## src/rtl/rotary_setpoint_accel_if.sv

```systemverilog
// Load request and setpoint status bundle for rotary_setpoint_accel.
// The master drives setpoint load requests; the slave (the accelerator)
// returns the registered setpoints, window pulse and per-channel flags.
interface rotary_setpoint_accel_if #(
    parameter int unsigned CHANNELS = 4,
    parameter int unsigned SP_WIDTH = 16
);
    logic                         load_en;
    logic [2:0]                   load_ch;
    logic [SP_WIDTH-1:0]          load_val;
    logic [CHANNELS*SP_WIDTH-1:0] setpoint;
    logic                         update;
    logic [CHANNELS-1:0]          sat;
    logic [CHANNELS-1:0]          qerr;

    modport master (
        output load_en, load_ch, load_val,
        input  setpoint, update, sat, qerr
    );

    modport slave (
        input  load_en, load_ch, load_val,
        output setpoint, update, sat, qerr
    );
endinterface

```

## src/rtl/rotary_setpoint_accel.sv

```systemverilog
// Multi-channel quadrature encoder to setpoint converter with per-window
// acceleration. Detents are counted per channel over a fixed window; at the
// window end each setpoint moves by |count| (linear) or |count|^2 (quadratic),
// saturating at 0 and SP_MAX. A host can overwrite any setpoint at any time.
module rotary_setpoint_accel #(
    parameter int unsigned CHANNELS = 4,
    parameter int unsigned SP_WIDTH = 16,
    parameter int unsigned SP_MAX   = 65535,
    parameter int unsigned WINDOW   = 40000000,
    parameter int unsigned ACCEL    = 1,
    parameter int unsigned MAX_RATE = 24
) (
    input  logic                clk,
    input  logic                rst,
    input  logic [CHANNELS-1:0] enc_a,
    input  logic [CHANNELS-1:0] enc_b,
    rotary_setpoint_accel_if.slave bus
);

    // Signed window count wide enough for +/-MAX_RATE; step holds its square.
    localparam int unsigned CW = $clog2(MAX_RATE + 1) + 1;
    localparam int unsigned SW = 2 * CW;
    localparam int unsigned XW = SP_WIDTH + SW + 1;

    localparam logic [SP_WIDTH-1:0]  SP_MAX_V = SP_WIDTH'(SP_MAX);
    localparam logic signed [CW-1:0] RATE_POS = CW'(MAX_RATE);
    localparam logic signed [CW-1:0] RATE_NEG = -RATE_POS;
    localparam logic [31:0]          WIN_LAST = 32'(WINDOW - 1);

    // Synchronizer chain: s1/s2 resolve metastability, s3 is the previous
    // sample used for edge detection.
    logic [CHANNELS-1:0] a_s1_q, a_s2_q, a_s3_q;
    logic [CHANNELS-1:0] b_s1_q, b_s2_q, b_s3_q;
    logic [CHANNELS-1:0] a_s1_d, a_s2_d, a_s3_d;
    logic [CHANNELS-1:0] b_s1_d, b_s2_d, b_s3_d;

    logic [31:0] win_cnt_q, win_cnt_d;
    logic        update_q, update_d;
    logic        tick;

    // Shift encoder pins through the synchronizer chain.
    always_comb begin
        a_s1_d = enc_a;
        a_s2_d = a_s1_q;
        a_s3_d = a_s2_q;
        b_s1_d = enc_b;
        b_s2_d = b_s1_q;
        b_s3_d = b_s2_q;
    end

    // Synchronizer registers.
    always_ff @(posedge clk) begin
        if (rst) begin
            a_s1_q <= '0;
            a_s2_q <= '0;
            a_s3_q <= '0;
            b_s1_q <= '0;
            b_s2_q <= '0;
            b_s3_q <= '0;
        end else begin
            a_s1_q <= a_s1_d;
            a_s2_q <= a_s2_d;
            a_s3_q <= a_s3_d;
            b_s1_q <= b_s1_d;
            b_s2_q <= b_s2_d;
            b_s3_q <= b_s3_d;
        end
    end

    // Free-running window counter; tick marks the last cycle of a window.
    always_comb begin
        tick      = (win_cnt_q == WIN_LAST);
        win_cnt_d = tick ? '0 : win_cnt_q + 32'd1;
        update_d  = tick;
    end

    // Window counter and update pulse registers.
    always_ff @(posedge clk) begin
        if (rst) begin
            win_cnt_q <= '0;
            update_q  <= 1'b0;
        end else begin
            win_cnt_q <= win_cnt_d;
            update_q  <= update_d;
        end
    end

    assign bus.update = update_q;

    for (genvar g = 0; g < CHANNELS; g++) begin : g_ch
        logic                 rise_a;
        logic                 both_chg;
        logic                 cnt_up;
        logic                 cnt_dn;
        logic signed [CW-1:0] base;
        logic signed [CW-1:0] count_q, count_d;
        logic [CW-1:0]        mag;
        logic [SW-1:0]        mag_x;
        logic [SW-1:0]        step;
        logic [XW-1:0]        sum;
        logic [SP_WIDTH-1:0]  setpoint_q, setpoint_d;
        logic                 qerr_q, qerr_d;
        logic                 load_hit;

        // Decode one detent per rising A edge; a simultaneous A/B change is
        // flagged as a quadrature error and never counted.
        always_comb begin
            rise_a   = a_s2_q[g] & ~a_s3_q[g];
            both_chg = (a_s2_q[g] ^ a_s3_q[g]) & (b_s2_q[g] ^ b_s3_q[g]);
            cnt_up   = rise_a & ~both_chg & ~b_s2_q[g];
            cnt_dn   = rise_a & ~both_chg &  b_s2_q[g];
            qerr_d   = qerr_q | both_chg;
            // At tick the count restarts from zero but still absorbs this
            // cycle's detent, so it lands in the next window.
            base     = tick ? '0 : count_q;
            count_d  = base;
            if (cnt_up && (base != RATE_POS)) begin
                count_d = base + CW'(1);
            end else if (cnt_dn && (base != RATE_NEG)) begin
                count_d = base - CW'(1);
            end
        end

        // Apply the accelerated step at tick; a coincident load overrides it.
        always_comb begin
            mag        = count_q[CW-1] ? CW'(-count_q) : CW'(count_q);
            mag_x      = SW'(mag);
            step       = (ACCEL == 1) ? mag_x * mag_x : mag_x;
            sum        = XW'(setpoint_q) + XW'(step);
            load_hit   = bus.load_en && (bus.load_ch == 3'(g));
            setpoint_d = setpoint_q;
            if (tick && (count_q != '0)) begin
                if (!count_q[CW-1]) begin
                    setpoint_d = (sum > XW'(SP_MAX_V)) ? SP_MAX_V : sum[SP_WIDTH-1:0];
                end else if (XW'(step) >= XW'(setpoint_q)) begin
                    setpoint_d = '0;
                end else begin
                    setpoint_d = setpoint_q - SP_WIDTH'(step);
                end
            end
            if (load_hit) begin
                setpoint_d = (bus.load_val > SP_MAX_V) ? SP_MAX_V : bus.load_val;
            end
        end

        // Per-channel count, setpoint and sticky error registers.
        always_ff @(posedge clk) begin
            if (rst) begin
                count_q    <= '0;
                setpoint_q <= '0;
                qerr_q     <= 1'b0;
            end else begin
                count_q    <= count_d;
                setpoint_q <= setpoint_d;
                qerr_q     <= qerr_d;
            end
        end

        assign bus.setpoint[g*SP_WIDTH +: SP_WIDTH] = setpoint_q;
        assign bus.sat[g]  = (setpoint_q == '0) || (setpoint_q == SP_MAX_V);
        assign bus.qerr[g] = qerr_q;
    end

endmodule

```

## src/flat_wrapper.sv

```systemverilog
// flat-port wrapper written by rule: the top's interface ports become plain ports
module rotary_setpoint_accel_flat 
#(
    parameter int unsigned CHANNELS = 4,
    parameter int unsigned SP_WIDTH = 16,
    parameter int unsigned SP_MAX   = 65535,
    parameter int unsigned WINDOW   = 40000000,
    parameter int unsigned ACCEL    = 1,
    parameter int unsigned MAX_RATE = 24
)
  (clk, rst, enc_a, enc_b, bus_load_en, bus_load_ch, bus_load_val, bus_setpoint, bus_update, bus_sat, bus_qerr);
  rotary_setpoint_accel_if #(.CHANNELS(CHANNELS), .SP_WIDTH(SP_WIDTH)) bus_i ();
  input  logic clk;
  input  logic rst;
  input  logic [CHANNELS-1:0] enc_a;
  input  logic [CHANNELS-1:0] enc_b;
  input wire logic [$bits(bus_i.load_en)-1:0] bus_load_en;
  input wire logic [$bits(bus_i.load_ch)-1:0] bus_load_ch;
  input wire logic [$bits(bus_i.load_val)-1:0] bus_load_val;
  output wire logic [$bits(bus_i.setpoint)-1:0] bus_setpoint;
  output wire logic [$bits(bus_i.update)-1:0] bus_update;
  output wire logic [$bits(bus_i.sat)-1:0] bus_sat;
  output wire logic [$bits(bus_i.qerr)-1:0] bus_qerr;
  assign bus_i.load_en = bus_load_en;
  assign bus_i.load_ch = bus_load_ch;
  assign bus_i.load_val = bus_load_val;
  assign bus_setpoint = bus_i.setpoint;
  assign bus_update = bus_i.update;
  assign bus_sat = bus_i.sat;
  assign bus_qerr = bus_i.qerr;
  rotary_setpoint_accel #(.CHANNELS(CHANNELS), .SP_WIDTH(SP_WIDTH), .SP_MAX(SP_MAX), .WINDOW(WINDOW), .ACCEL(ACCEL), .MAX_RATE(MAX_RATE)) u_core (.clk(clk), .rst(rst), .enc_a(enc_a), .enc_b(enc_b), .bus(bus_i));
endmodule
```

## config.mk

```make
export PLATFORM = sky130hd
export DESIGN_NAME = rotary_setpoint_accel_flat
export DESIGN_NICKNAME = d
export VERILOG_FILES = /design/src/rtl/rotary_setpoint_accel_if.sv /design/src/rtl/rotary_setpoint_accel.sv /design/src/flat_wrapper.sv
export SDC_FILE = /design/constraint.sdc
export NUM_CORES = 1
export LEC_CHECK = 0
export BUFFER_PORTS_ARGS = -buffer_cell sky130_fd_sc_hd__buf_2
export CAP_MARGIN = 10
export CORE_MARGIN = 2
export CORE_UTILIZATION = 50
export CTS_CLUSTER_DIAMETER = 200
export DETAILED_ROUTE_END_ITERATION = 7
export PLACE_DENSITY_LB_ADDON = 0.15
export SLEW_MARGIN = 40
export SYNTH_ARGS = -nofsm -noshare
export SYNTH_HDL_FRONTEND = slang
export SYNTH_SLANG_ARGS = --single-unit
```

## constraint.sdc

```tcl
create_clock -name clk -period 8.4 [get_ports clk]
set_input_delay 1.26 -clock clk [delete_from_list [all_inputs] [get_ports clk]]
set_output_delay 1.26 -clock clk [all_outputs]
set_load 0.02 [all_outputs]
```

==> metrics.csv, run 1 <==
stage,metric,value,unit
clocking,Worst-path clk slew,0.06,ns
finish,layout cells sized above 1,0.0864,
pwr,Comb pwr share,0.278,
synthesis,Synth Area in Compound Gates,0.234,
routing,drt pass-1 iters,7,
worst_setup_path,max incr delay on CP,0.62,ns
timing,worst hold margin,0.436,ns
timing,Setup Viol. Count Final,0,
synthesis,number of synthesized register bits,149,
synthesis,post-synthesis simple-gate area fraction,0.233,
clocking,clk sink count,149,
worst_setup_path,crit-path most repeated cell,a21oi_1,
pwr,Max IR drop VDD,0.152,mV
pwr,Switching Share,0.341,
synthesis,"Async S/R FF share, synth",0,
synthesis,Synth Instances,2130,
synthesis,Synth cell types,81,
floorplanning,die outline width,182,um
synthesis,Synth Area in XOR/XNOR,0.0815,
floorplanning,Placeable Area,0.0315,mm^2
finish,"commonest non-fill, non-tap cell in the layout",nor2_1,
timing,clock skew,0.0143,ns
clocking,CTS hold repair buffers,0,
floorplanning,Die H,182,um
floorplanning,initial core utilization,0.505,
placement,dpl hpwl,36000,um
timing,Max-slew headroom,0.430,
pwr,Internal,0.00148,W
placement,gpl congestion,0.920,
synthesis,multiplexer area fraction after synthesis,0.00826,
synthesis,Synth Flop Type,dfxtp_1,
clocking,CTS root buffer,clkbuf_16,
global_route,total global routing overflow,0,
worst_setup_path,critical path endpoint category,flip-flop,
timing,post-layout min period,7.46,ns
timing,RSZ-0062 raised after global routing,no,
pwr,power share of the clock group,0.375,
clocking,htree depth,4,
routing,WL final,47300,um
min_path,Worst Hold Class,reg2reg,
worst_setup_path,crit path max-delay cell type,nor4_1,
clocking,CTS resizes,0,
global_route,number of global-route vias before repair,14700,
global_route,largest net degree at the start of global routing,89,
worst_setup_path,CP Data Required Time,8.69,ns
worst_setup_path,reg2reg path depth,27,
finish,most frequent cells in the layout,"nor2_1, inv_1, ha_1",
clocking,Post-CTS Setup Bufs,0,
timing,post-route setup TNS,0,ns
synthesis,largest family of logic cells by synthesized area,compound AO/OA/AOI/OAI gates,
pwr,PD cells,130,mW/mm^2
placement,IO Port Bufs,102,
clocking,CTS tree,done,
finish,nets@finish,2407,
worst_setup_path,r2r setup slk,0.94,ns
clocking,Clock Latency Late Sink,0.44,ns
routing,Starting DRT DRC Count,1074,
pwr,LEAKAGE,7.55,nW
synthesis,Avg Inst Size Synth,7.47,um^2
synthesis,post-synthesis sequential area ratio,0.188,
timing,period utilisation layout,0.888,
finish,Syn-to-layout area delta,8.57,%
global_route,initial antenna violation count,0,
floorplanning,Placement Rows,65,
pwr,Net Switching,0.000764,W
worst_setup_path,CP Class,reg2reg,
global_route,first-pass GRT wire length,76300,um
clocking,CTS buffer count,17,
clocking,Clock Path Buffers,2,
worst_setup_path,Worst Setup Start Kind,flip-flop,
timing,Max Fclk,0.134,GHz
run,Max-Cap Viols,0,
synthesis,Adder-Cell Fraction of Synth Area,0.183,
timing,Worst Max-Slew Pin Slew,0.849,ns
routing,via count,15800,
synthesis,synthesized area,0.0159,mm^2
routing,Antenna Violating Nets Remaining,0,
timing,Final Hold Fails,0,
routing,drc violations,0,
worst_setup_path,CP Data Arrival Time,7.74,ns
run_status,status,"complete, no violations",
synthesis,number of synthesized flops with an enable pin,0,
global_route,GRT Total Usage,0.282,
routing,routed vias/inst,6.11,
timing,fin. max-slew vios,0,
synthesis,Ys Warns,0,
min_path,hold depth,1,
routing,wire per inst,18.3,um
worst_setup_path,CP max FO,7,
pwr,sequential share of power,0.346,
floorplanning,die area,0.0333,mm^2
floorplanning,num ports,103,
finish,Inserted Diodes,0,
[cells in the mapped netlist, types with 6 or more instances]
| cell type | instances | area share |
|---|---|---|
| nor2_1 | 258 | 0.061 |
| inv_1 | 189 | 0.045 |
| ha_1 | 181 | 0.14 |
| dfxtp_1 | 149 | 0.19 |
| a21oi_1 | 148 | 0.047 |
| nand2_1 | 121 | 0.029 |
| clkbuf_1 | 93 | 0.022 |
| xnor2_1 | 86 | 0.047 |
| o21ai_0 | 79 | 0.025 |
| nor3_1 | 72 | 0.023 |
| xor2_1 | 62 | 0.034 |
| nor2b_1 | 51 | 0.020 |
| nand3_1 | 50 | 0.016 |
| nand4_1 | 39 | 0.015 |
| a31oi_1 | 32 | 0.013 |
| fa_1 | 32 | 0.040 |
| a211oi_1 | 31 | 0.015 |
| o221ai_1 | 30 | 0.017 |
| nor4_1 | 28 | 0.011 |
| o21bai_1 | 27 | 0.013 |
| a21o_1 | 24 | 0.011 |
| or3_1 | 24 | 0.0094 |
| nand2b_1 | 23 | 0.0090 |
| and3_1 | 22 | 0.0087 |
| o21a_1 | 22 | 0.010 |
| o22ai_1 | 16 | 0.0063 |
| or2_2 | 15 | 0.0059 |
| a22oi_1 | 14 | 0.0066 |
| o211ai_1 | 14 | 0.0066 |
| o31ai_1 | 13 | 0.0061 |
| mux2i_1 | 12 | 0.0076 |
| or4_1 | 10 | 0.0047 |
| a21boi_0 | 9 | 0.0042 |
| and2_1 | 9 | 0.0035 |
| a221o_1 | 8 | 0.0050 |
| a221oi_1 | 8 | 0.0044 |
| a31o_2 | 7 | 0.0039 |
| a41oi_1 | 7 | 0.0039 |
| nor4b_1 | 7 | 0.0039 |
| a32oi_1 | 6 | 0.0033 |
| and4_1 | 6 | 0.0033 |
[registers in the layout, indices dropped and copies added, names as in the netlist]
register,flops
u_core.a_s1_q,4
u_core.b_s2_q,4
u_core.g_ch.count_q,24
u_core.b_s3_q,4
u_core.g_ch.setpoint_q,64
u_core.g_ch.qerr_q,4
u_core.a_s3_q,4
u_core.b_s1_q,4
u_core.bus.update,1
u_core.win_cnt_q,32
u_core.a_s2_q,4
[path summary, 6_finish.rpt]
path | from | end
min reg2reg | u_core.a_s1_q[3]$_SDFF_PP0_ | u_core.a_s2_q[3]$_SDFF_PP0_
max reg2reg | u_core.g_ch[0].count_q[0]$_SDFF_PP0_ | u_core.g_ch[0].setpoint_q[7]$_SDFFE_PP0P_
min | u_core.a_s1_q[3]$_SDFF_PP0_ | u_core.a_s2_q[3]$_SDFF_PP0_
max | u_core.g_ch[0].count_q[0]$_SDFF_PP0_ | u_core.g_ch[0].setpoint_q[7]$_SDFFE_PP0P_
[cell type report]
class | count | area (um^2)
timing repair buffer | 117 | 627
sequential | 149 | 2980
tap | 402 | 503
fill | 3021 | 14200
inverter | 190 | 713
clock buffer | 19 | 443
multi-input combinational | 1689 | 11800
clock inverter | 13 | 195
[power groups by stage]
stage,Sequential [W],Combinational [W],Clock (W)
3_5_place_dp,0.000790,0.000611,0
4_1_cts,0.000775,0.000615,0.000855
2_1_floorplan,0.000782,0.000451,0
3_3_place_gp,0.000790,0.000603,0
5_1_grt,0.000780,0.000686,0.000879
6_report,0.000776,0.000623,0.000841
[metal layers]
layer  share of wire  track usage
met5               0            0
met4           0.034        0.111
met3           0.066       0.0475
met2            0.47        0.480
met1            0.43        0.355
[worst max-delay path: cells and delay by family (launching register included)]
family / cells / cell delay [ns]
xor gates and xnor gates: 2 / 0.67
adders and majority gates: 6 / 2.45
AOI/OAI and AO/OA: 9 / 1.84
buffers and inverters: 4 / 0.54
DFF: 1 / 0.53
and+or+nand+nor: 6 / 1.27
[stage by stage]
step	setup WS (ns)	instances	utilization	cell area, um^2	total power (W)
2_1_floorplan	2.10	2137	-	15900	0.00123
3_3_place_gp	1.01	2547	0.528	16600	0.00139
3_5_place_dp	1.05	2547	0.528	16600	0.00140
4_1_cts	1.02	2579	0.549	17300	0.00225
5_1_grt	0.484	2579	0.549	17300	0.00234
6_report	0.944	2579	0.549	17300	0.00224
[logic make-up (layout without fill, tap and decap cells)]
| family | after synthesis | after routing |
|---|---|---|
| simple gates | 755 | 755 |
| compound gates | 552 | 552 |
| buf+inv | 299 | 339 |
| fa+ha+maj | 213 | 213 |
| flops | 149 | 149 |
| xor+xnor | 148 | 148 |
| mux | 13 | 13 |
| other cells | 1 | 8 |
No activity file was read; power rests on OpenSTA's default activity.
==> run 2, diff against run 1 <==
--- a/config.mk
+++ b/config.mk
@@ -11,7 +11,7 @@
 export CORE_UTILIZATION = 50
 export CTS_CLUSTER_DIAMETER = 200
 export DETAILED_ROUTE_END_ITERATION = 7
-export PLACE_DENSITY_LB_ADDON = 0.15
+export PLACE_DENSITY = 0.68
 export SLEW_MARGIN = 40
 export SYNTH_ARGS = -nofsm -noshare
 export SYNTH_HDL_FRONTEND = slang
==> metrics.csv, run 2 (same netlist as run 1, synthesis figures left out) <==
stage,metric,value,unit,change
timing,Setup Viol. Count Final,0,,unchanged
global_route,first-pass GRT wire length,75800,um,was 76300 um
finish,"commonest non-fill, non-tap cell in the layout",nor2_1,,unchanged
worst_setup_path,"CP delay by family, top",adder cells,,unchanged
finish,Inserted Diodes,0,,unchanged
floorplanning,Placement Rows,65,,unchanged
clocking,Clock Latency Late Sink,0.43,ns,was 0.44 ns
floorplanning,Die H,182,um,unchanged
run_status,status,"complete, no violations",,unchanged
global_route,GRT Total Usage,0.280,,was 0.282
finish,max reg flops,64,,unchanged
routing,drc violations,0,,unchanged
timing,Worst Max-Slew Pin Slew,0.838,ns,was 0.849 ns
pwr,Comb pwr share,0.286,,was 0.278
worst_setup_path,CP Data Required Time,8.73,ns,was 8.69 ns
placement,IO Port Bufs,102,,unchanged
routing,via count,15700,,was 15800
worst_setup_path,stages on the worst setup path,28,,was 27
finish,"Most flops, register",u_core.g_ch.setpoint_q,,unchanged
worst_setup_path,CP Data Arrival Time,7.64,ns,was 7.74 ns
floorplanning,Placeable Area,0.0315,mm^2,unchanged
timing,Final Hold Fails,0,,unchanged
floorplanning,die area,0.0333,mm^2,unchanged
finish,most frequent cells in the layout,"nor2_1, inv_1, ha_1",,unchanged
timing,period utilisation layout,0.871,,was 0.888
worst_setup_path,CP max FO,13,,was 7
finish,nets@finish,2407,,unchanged
worst_setup_path,CP Class,reg2reg,,unchanged
min_path,hold depth,1,,unchanged
timing,Max Fclk,0.137,GHz,was 0.134 GHz
pwr,Final Power,0.00217,W,was 0.00224 W
finish,Finished Core Util,0.547,,was 0.549
pwr,Switching Share,0.358,,was 0.341
clocking,htree depth,4,,unchanged
pwr,Internal,0.00139,W,was 0.00148 W
run,Max-Cap Viols,0,,unchanged
timing,clock skew,0.0116,ns,was 0.0143 ns
floorplanning,initial core utilization,0.505,,unchanged
pwr,sequential share of power,0.358,,was 0.346
floorplanning,die outline width,182,um,unchanged
clocking,Clock Path Buffers,2,,unchanged
clocking,CTS resizes,0,,unchanged
global_route,total global routing overflow,0,,unchanged
routing,WL final,47100,um,was 47300 um
finish,layout cells sized above 1,0.0873,,was 0.0864
placement,dpl hpwl,35700,um,was 36000 um
worst_setup_path,Worst Setup Start Kind,flip-flop,,unchanged
clocking,clk sink count,149,,unchanged
clocking,CTS buffer count,17,,unchanged
timing,post-route setup TNS,0,ns,unchanged
pwr,PD cells,126,mW/mm^2,was 130 mW/mm^2
worst_setup_path,reg2reg path depth,28,,was 27
pwr,power share of the clock group,0.356,,was 0.375
global_route,number of global-route vias before repair,14900,,was 14700
clocking,CTS tree,done,,unchanged
worst_setup_path,WP buf/inv,3,,was 4
timing,RSZ-0062 raised after global routing,no,,unchanged
timing,Max-slew headroom,0.440,,was 0.430
timing,post-layout min period,7.32,ns,was 7.46 ns
timing,slack of the critical path,1.08,ns,was 0.944 ns
routing,Antenna Violating Nets Remaining,0,,unchanged
worst_setup_path,crit-path most repeated cell,a21oi_1,,unchanged
clocking,Post-CTS Setup Bufs,0,,unchanged
routing,wire per inst,18.2,um,was 18.3 um
routing,drt pass-1 iters,7,,unchanged
pwr,Max IR drop VDD,0.130,mV,was 0.152 mV
min_path,Worst Hold Class,reg2reg,,unchanged
global_route,initial antenna violation count,0,,unchanged
routing,Starting DRT DRC Count,1117,,was 1074
pwr,Net Switching,0.000774,W,was 0.000764 W
clocking,Worst-path clk slew,0.07,ns,was 0.06 ns
placement,gpl congestion,0.920,,about the same
worst_setup_path,critical path endpoint category,flip-flop,,unchanged
worst_setup_path,crit path max-delay cell type,xor2_1,,was nor4_1
clocking,CTS root buffer,clkbuf_16,,unchanged
finish,Syn-to-layout area delta,8.20,%,was 8.57%
worst_setup_path,max incr delay on CP,0.55,ns,was 0.62 ns
global_route,largest net degree at the start of global routing,60,,was 89
routing,routed vias/inst,6.09,,was 6.11
finish,Top Registers,"u_core.g_ch.setpoint_q: 64 flops, u_core.win_cnt_q: 32 flops, u_core.g_ch.count_q: 24 flops",,unchanged
timing,fin. max-slew vios,0,,unchanged
placement,Post-Place Setup Slack,1.14,ns,was 1.05 ns
pwr,LEAKAGE,7.53,nW,was 7.55 nW
floorplanning,num ports,103,,unchanged
clocking,CTS hold repair buffers,0,,unchanged
[run 2: cell types whose count changed in the layout (fill, tap and decap cells not counted), sizes merged]
cell	delta
clkinv	+1
clkinvlp	-2
bufinv	-3
clkbuf	-1
inv	+5
[run 2: layer usage]
layer / share of wire / vias to the layer above / wire (um) / GRT usage
met1: 0.44 / 7392 / 20500 / 0.354
li1: - / 7642 / - / -
met5: 0 / - / 0 / 0
met3: 0.059 / 130 / 2760 / 0.0413
met2: 0.47 / 533 / 22000 / 0.477
met4: 0.037 / 0 / 1760 / 0.114
[run 2: worst paths after layout]
kind	to	startpoint	slack (ns)
max	u_core.g_ch[3].setpoint_q[10]$_SDFFE_PP0P_	u_core.g_ch[3].count_q[0]$_SDFF_PP0_	1.08
min	u_core.a_s2_q[3]$_SDFF_PP0_	u_core.a_s1_q[3]$_SDFF_PP0_	0.44
max reg2reg	u_core.g_ch[3].setpoint_q[10]$_SDFFE_PP0P_	u_core.g_ch[3].count_q[0]$_SDFF_PP0_	1.08
min reg2reg	u_core.a_s2_q[3]$_SDFF_PP0_	u_core.a_s1_q[3]$_SDFF_PP0_	0.44
[run 2: area by class of cell]
| type | instances | area [um^2] |
|---|---|---|
| multi-input combinational | 1689 | 11800 |
| sequential | 149 | 2980 |
| clock inverter | 14 | 136 |
| timing repair buffer | 117 | 626 |
| inverter | 190 | 713 |
| tap | 402 | 503 |
| fill | 3058 | 14300 |
| clock buffer | 18 | 439 |
[run 2: worst reg2reg max path: cells and delay by family, from the launching register on]
family | cells | cell delay (ns)
AO/OA/AOI/OAI | 10 | 1.88
flip-flops | 1 | 0.51
XOR/XNOR | 2 | 0.80
buffers and inverters | 3 | 0.27
AND/OR/NAND/NOR | 7 | 1.35
adder cells (fa/ha/maj) | 6 | 2.40
[run 2: power by group through the flow]
stage               sequential (W)  clock (W)  combinational [W]
finish                    0.000776   0.000771           0.000619
global route              0.000779   0.000810           0.000685
CTS                       0.000774   0.000776           0.000611
floorplan                 0.000782          0           0.000451
global placement          0.000788          0           0.000601
detailed placement        0.000790          0           0.000607
[run 2: stage by stage]
step	std cells	hold slack (ns)	instance area (um^2)
floorplan	2137	0.414	15900
global placement	2547	0.419	16600
detailed placement	2547	0.427	16600
CTS	2579	0.443	17200
global route	2579	0.448	17200
finish	2579	0.439	17200
==> run 3, diff against run 2 <==
--- a/config.mk
+++ b/config.mk
@@ -11,6 +11,7 @@
 export CORE_UTILIZATION = 50
 export CTS_CLUSTER_DIAMETER = 200
 export DETAILED_ROUTE_END_ITERATION = 7
+export MAX_ROUTING_LAYER = met4
 export PLACE_DENSITY = 0.68
 export SLEW_MARGIN = 40
 export SYNTH_ARGS = -nofsm -noshare
==> metrics.csv, run 3 (same netlist as run 1, synthesis figures left out) <==
stage,metric,value,unit,change
clocking,CTS resizes,0,,unchanged
timing,worst hold margin,0.437,ns,was 0.439 ns
floorplanning,num ports,103,,unchanged
finish,nets@finish,2409,,was 2407
clocking,Worst-path clk slew,0.07,ns,about the same
clocking,Clock Path Buffers,2,,unchanged
clocking,CTS buffer count,17,,unchanged
timing,post-route setup TNS,0,ns,unchanged
pwr,power share of the clock group,0.379,,was 0.356
timing,fin. max-slew vios,0,,unchanged
timing,Worst Max-Slew Pin Slew,0.842,ns,was 0.838 ns
floorplanning,Placement Rows,65,,unchanged
global_route,first-pass GRT wire length,75200,um,was 75800 um
worst_setup_path,CP Data Arrival Time,7.66,ns,was 7.64 ns
finish,Top Registers,"u_core.g_ch.setpoint_q: 64 flops, u_core.win_cnt_q: 32 flops, u_core.g_ch.count_q: 24 flops",,unchanged
floorplanning,Placeable Area,0.0315,mm^2,unchanged
routing,Antenna Violating Nets Remaining,0,,unchanged
worst_setup_path,crit-path most repeated cell,a21oi_1,,unchanged
finish,layout cells sized above 1,0.0872,,was 0.0873
timing,post-layout min period,7.33,ns,was 7.32 ns
clocking,htree depth,4,,unchanged
finish,area of the multi-input gates,0.0118,mm^2,about the same
run_status,status,"complete, no violations",,unchanged
global_route,GRT Total Usage,0.287,,was 0.280
placement,Placed Area,0.0166,mm^2,about the same
pwr,sequential share of power,0.345,,was 0.358
floorplanning,die outline width,182,um,unchanged
finish,most frequent cells in the layout,"nor2_1, inv_1, ha_1",,unchanged
placement,dpl hpwl,35700,um,about the same
placement,IO Port Bufs,102,,unchanged
finish,Final Instance Area,0.0173,mm^2,was 0.0172 mm^2
routing,drt pass-1 iters,5,,was 7
global_route,initial antenna violation count,0,,unchanged
routing,via count,15700,,about the same
worst_setup_path,CP Data Required Time,8.73,ns,about the same
floorplanning,Die H,182,um,unchanged
worst_setup_path,critical path endpoint category,flip-flop,,unchanged
worst_setup_path,CP max FO,13,,unchanged
routing,routed vias/inst,6.07,,was 6.09
run,Max-Cap Viols,0,,unchanged
placement,gpl congestion,0.946,,was 0.920
floorplanning,die area,0.0333,mm^2,unchanged
timing,Setup Viol. Count Final,0,,unchanged
routing,WL final,47000,um,was 47100 um
min_path,Worst Hold Class,reg2reg,,unchanged
finish,Inserted Diodes,0,,unchanged
pwr,Switching Share,0.345,,was 0.358
global_route,number of global-route vias before repair,14700,,was 14900
worst_setup_path,crit path max-delay cell type,fa_1,,was xor2_1
pwr,LEAKAGE,7.57,nW,was 7.53 nW
clocking,CTS hold repair buffers,0,,unchanged
global_route,largest net degree at the start of global routing,85,,was 60
timing,Max-slew headroom,0.434,,was 0.440
clocking,CTS tree,done,,unchanged
worst_setup_path,max incr delay on CP,0.53,ns,was 0.55 ns
global_route,total global routing overflow,0,,unchanged
finish,Fillers,3015,,was 3058
finish,"Most flops, register",u_core.g_ch.setpoint_q,,unchanged
timing,period utilisation layout,0.872,,was 0.871
finish,Finished Core Util,0.549,,was 0.547
routing,wire per inst,18.2,um,about the same
finish,max reg flops,64,,unchanged
floorplanning,initial core utilization,0.505,,unchanged
routing,drc violations,0,,unchanged
clocking,clk sink count,149,,unchanged
timing,Final Hold Fails,0,,unchanged
worst_setup_path,Worst Setup Start Kind,flip-flop,,unchanged
pwr,Final Power,0.00225,W,was 0.00217 W
timing,RSZ-0062 raised after global routing,no,,unchanged
clocking,Clock Latency Late Sink,0.43,ns,about the same
finish,Reg area,0.00298,mm^2,unchanged
clocking,Post-CTS Setup Bufs,0,,unchanged
timing,clock skew,0.00911,ns,was 0.0116 ns
finish,"commonest non-fill, non-tap cell in the layout",nor2_1,,unchanged
pwr,Internal,0.00147,W,was 0.00139 W
pwr,PD cells,130,mW/mm^2,was 126 mW/mm^2
routing,Starting DRT DRC Count,1282,,was 1117
worst_setup_path,CP Class,reg2reg,,unchanged
pwr,Comb pwr share,0.276,,was 0.286
timing,Max Fclk,0.136,GHz,was 0.137 GHz
finish,Syn-to-layout area delta,8.67,%,was 8.20%
pwr,Max IR drop VDD,0.160,mV,was 0.130 mV
clocking,CTS root buffer,clkbuf_16,,unchanged
pwr,Net Switching,0.000775,W,was 0.000774 W
[run 3: worst max-delay path, delay by kind of cell, from the launching register on]
family | cells | cell delay (ns)
compound gates | 10 | 1.88
buf+inv | 3 | 0.28
fa+ha+maj | 6 | 2.41
flops | 1 | 0.51
simple gates | 7 | 1.38
xor+xnor | 2 | 0.75
[run 3: final timing paths]
| check | startpoint | endpoint | slack (ns) | depth (start not counted) |
|---|---|---|---|---|
| worst max-delay path | u_core.g_ch[3].count_q[0]$_SDFF_PP0_ | u_core.g_ch[3].setpoint_q[10]$_SDFFE_PP0P_ | 1.07 | 28 |
| worst min-delay path | u_core.b_s1_q[0]$_SDFF_PP0_ | u_core.b_s2_q[0]$_SDFF_PP0_ | 0.44 | 1 |
| worst max register to register | u_core.g_ch[3].count_q[0]$_SDFF_PP0_ | u_core.g_ch[3].setpoint_q[10]$_SDFFE_PP0P_ | 1.07 | 28 |
| worst min register to register | u_core.b_s1_q[0]$_SDFF_PP0_ | u_core.b_s2_q[0]$_SDFF_PP0_ | 0.44 | 1 |
[run 3: layer usage]
metal	wire [um]	up-vias	part of all wire	track usage
met5	0	-	0	-
met4	1350	0	0.029	0.0948
met3	2730	97	0.058	0.0391
met2	22400	515	0.48	0.481
met1	20500	7404	0.44	0.357
li1	-	7646	-	-
[run 3: stage by stage]
step           worst slack, ns  instances
2_1_floorplan             2.10       2137
3_3_place_gp              1.18       2549
3_5_place_dp              1.14       2549
4_1_cts                   1.12       2581
5_1_grt                  0.554       2581
6_report                  1.07       2581
[run 3: area by class of cell]
class | instances | share of cell area
Multi-Input combinational cell | 1689 | 0.683
Sequential cell | 149 | 0.173
Inverter | 190 | 0.0413
Timing Repair Buffer | 119 | 0.0373
Tap cell | 402 | 0.0291
Clock buffer | 17 | 0.0246
Clock inverter | 15 | 0.0125
[run 3: power groups by stage]
stage	Sequential [W]	Clock (W)	Combinational (W)
after global routing	0.000779	0.000889	0.000686
after global placement	0.000789	0	0.000602
after CTS	0.000774	0.000859	0.000612
after detailed placement	0.000790	0	0.000608
after floorplan	0.000782	0	0.000451
final	0.000776	0.000854	0.000620
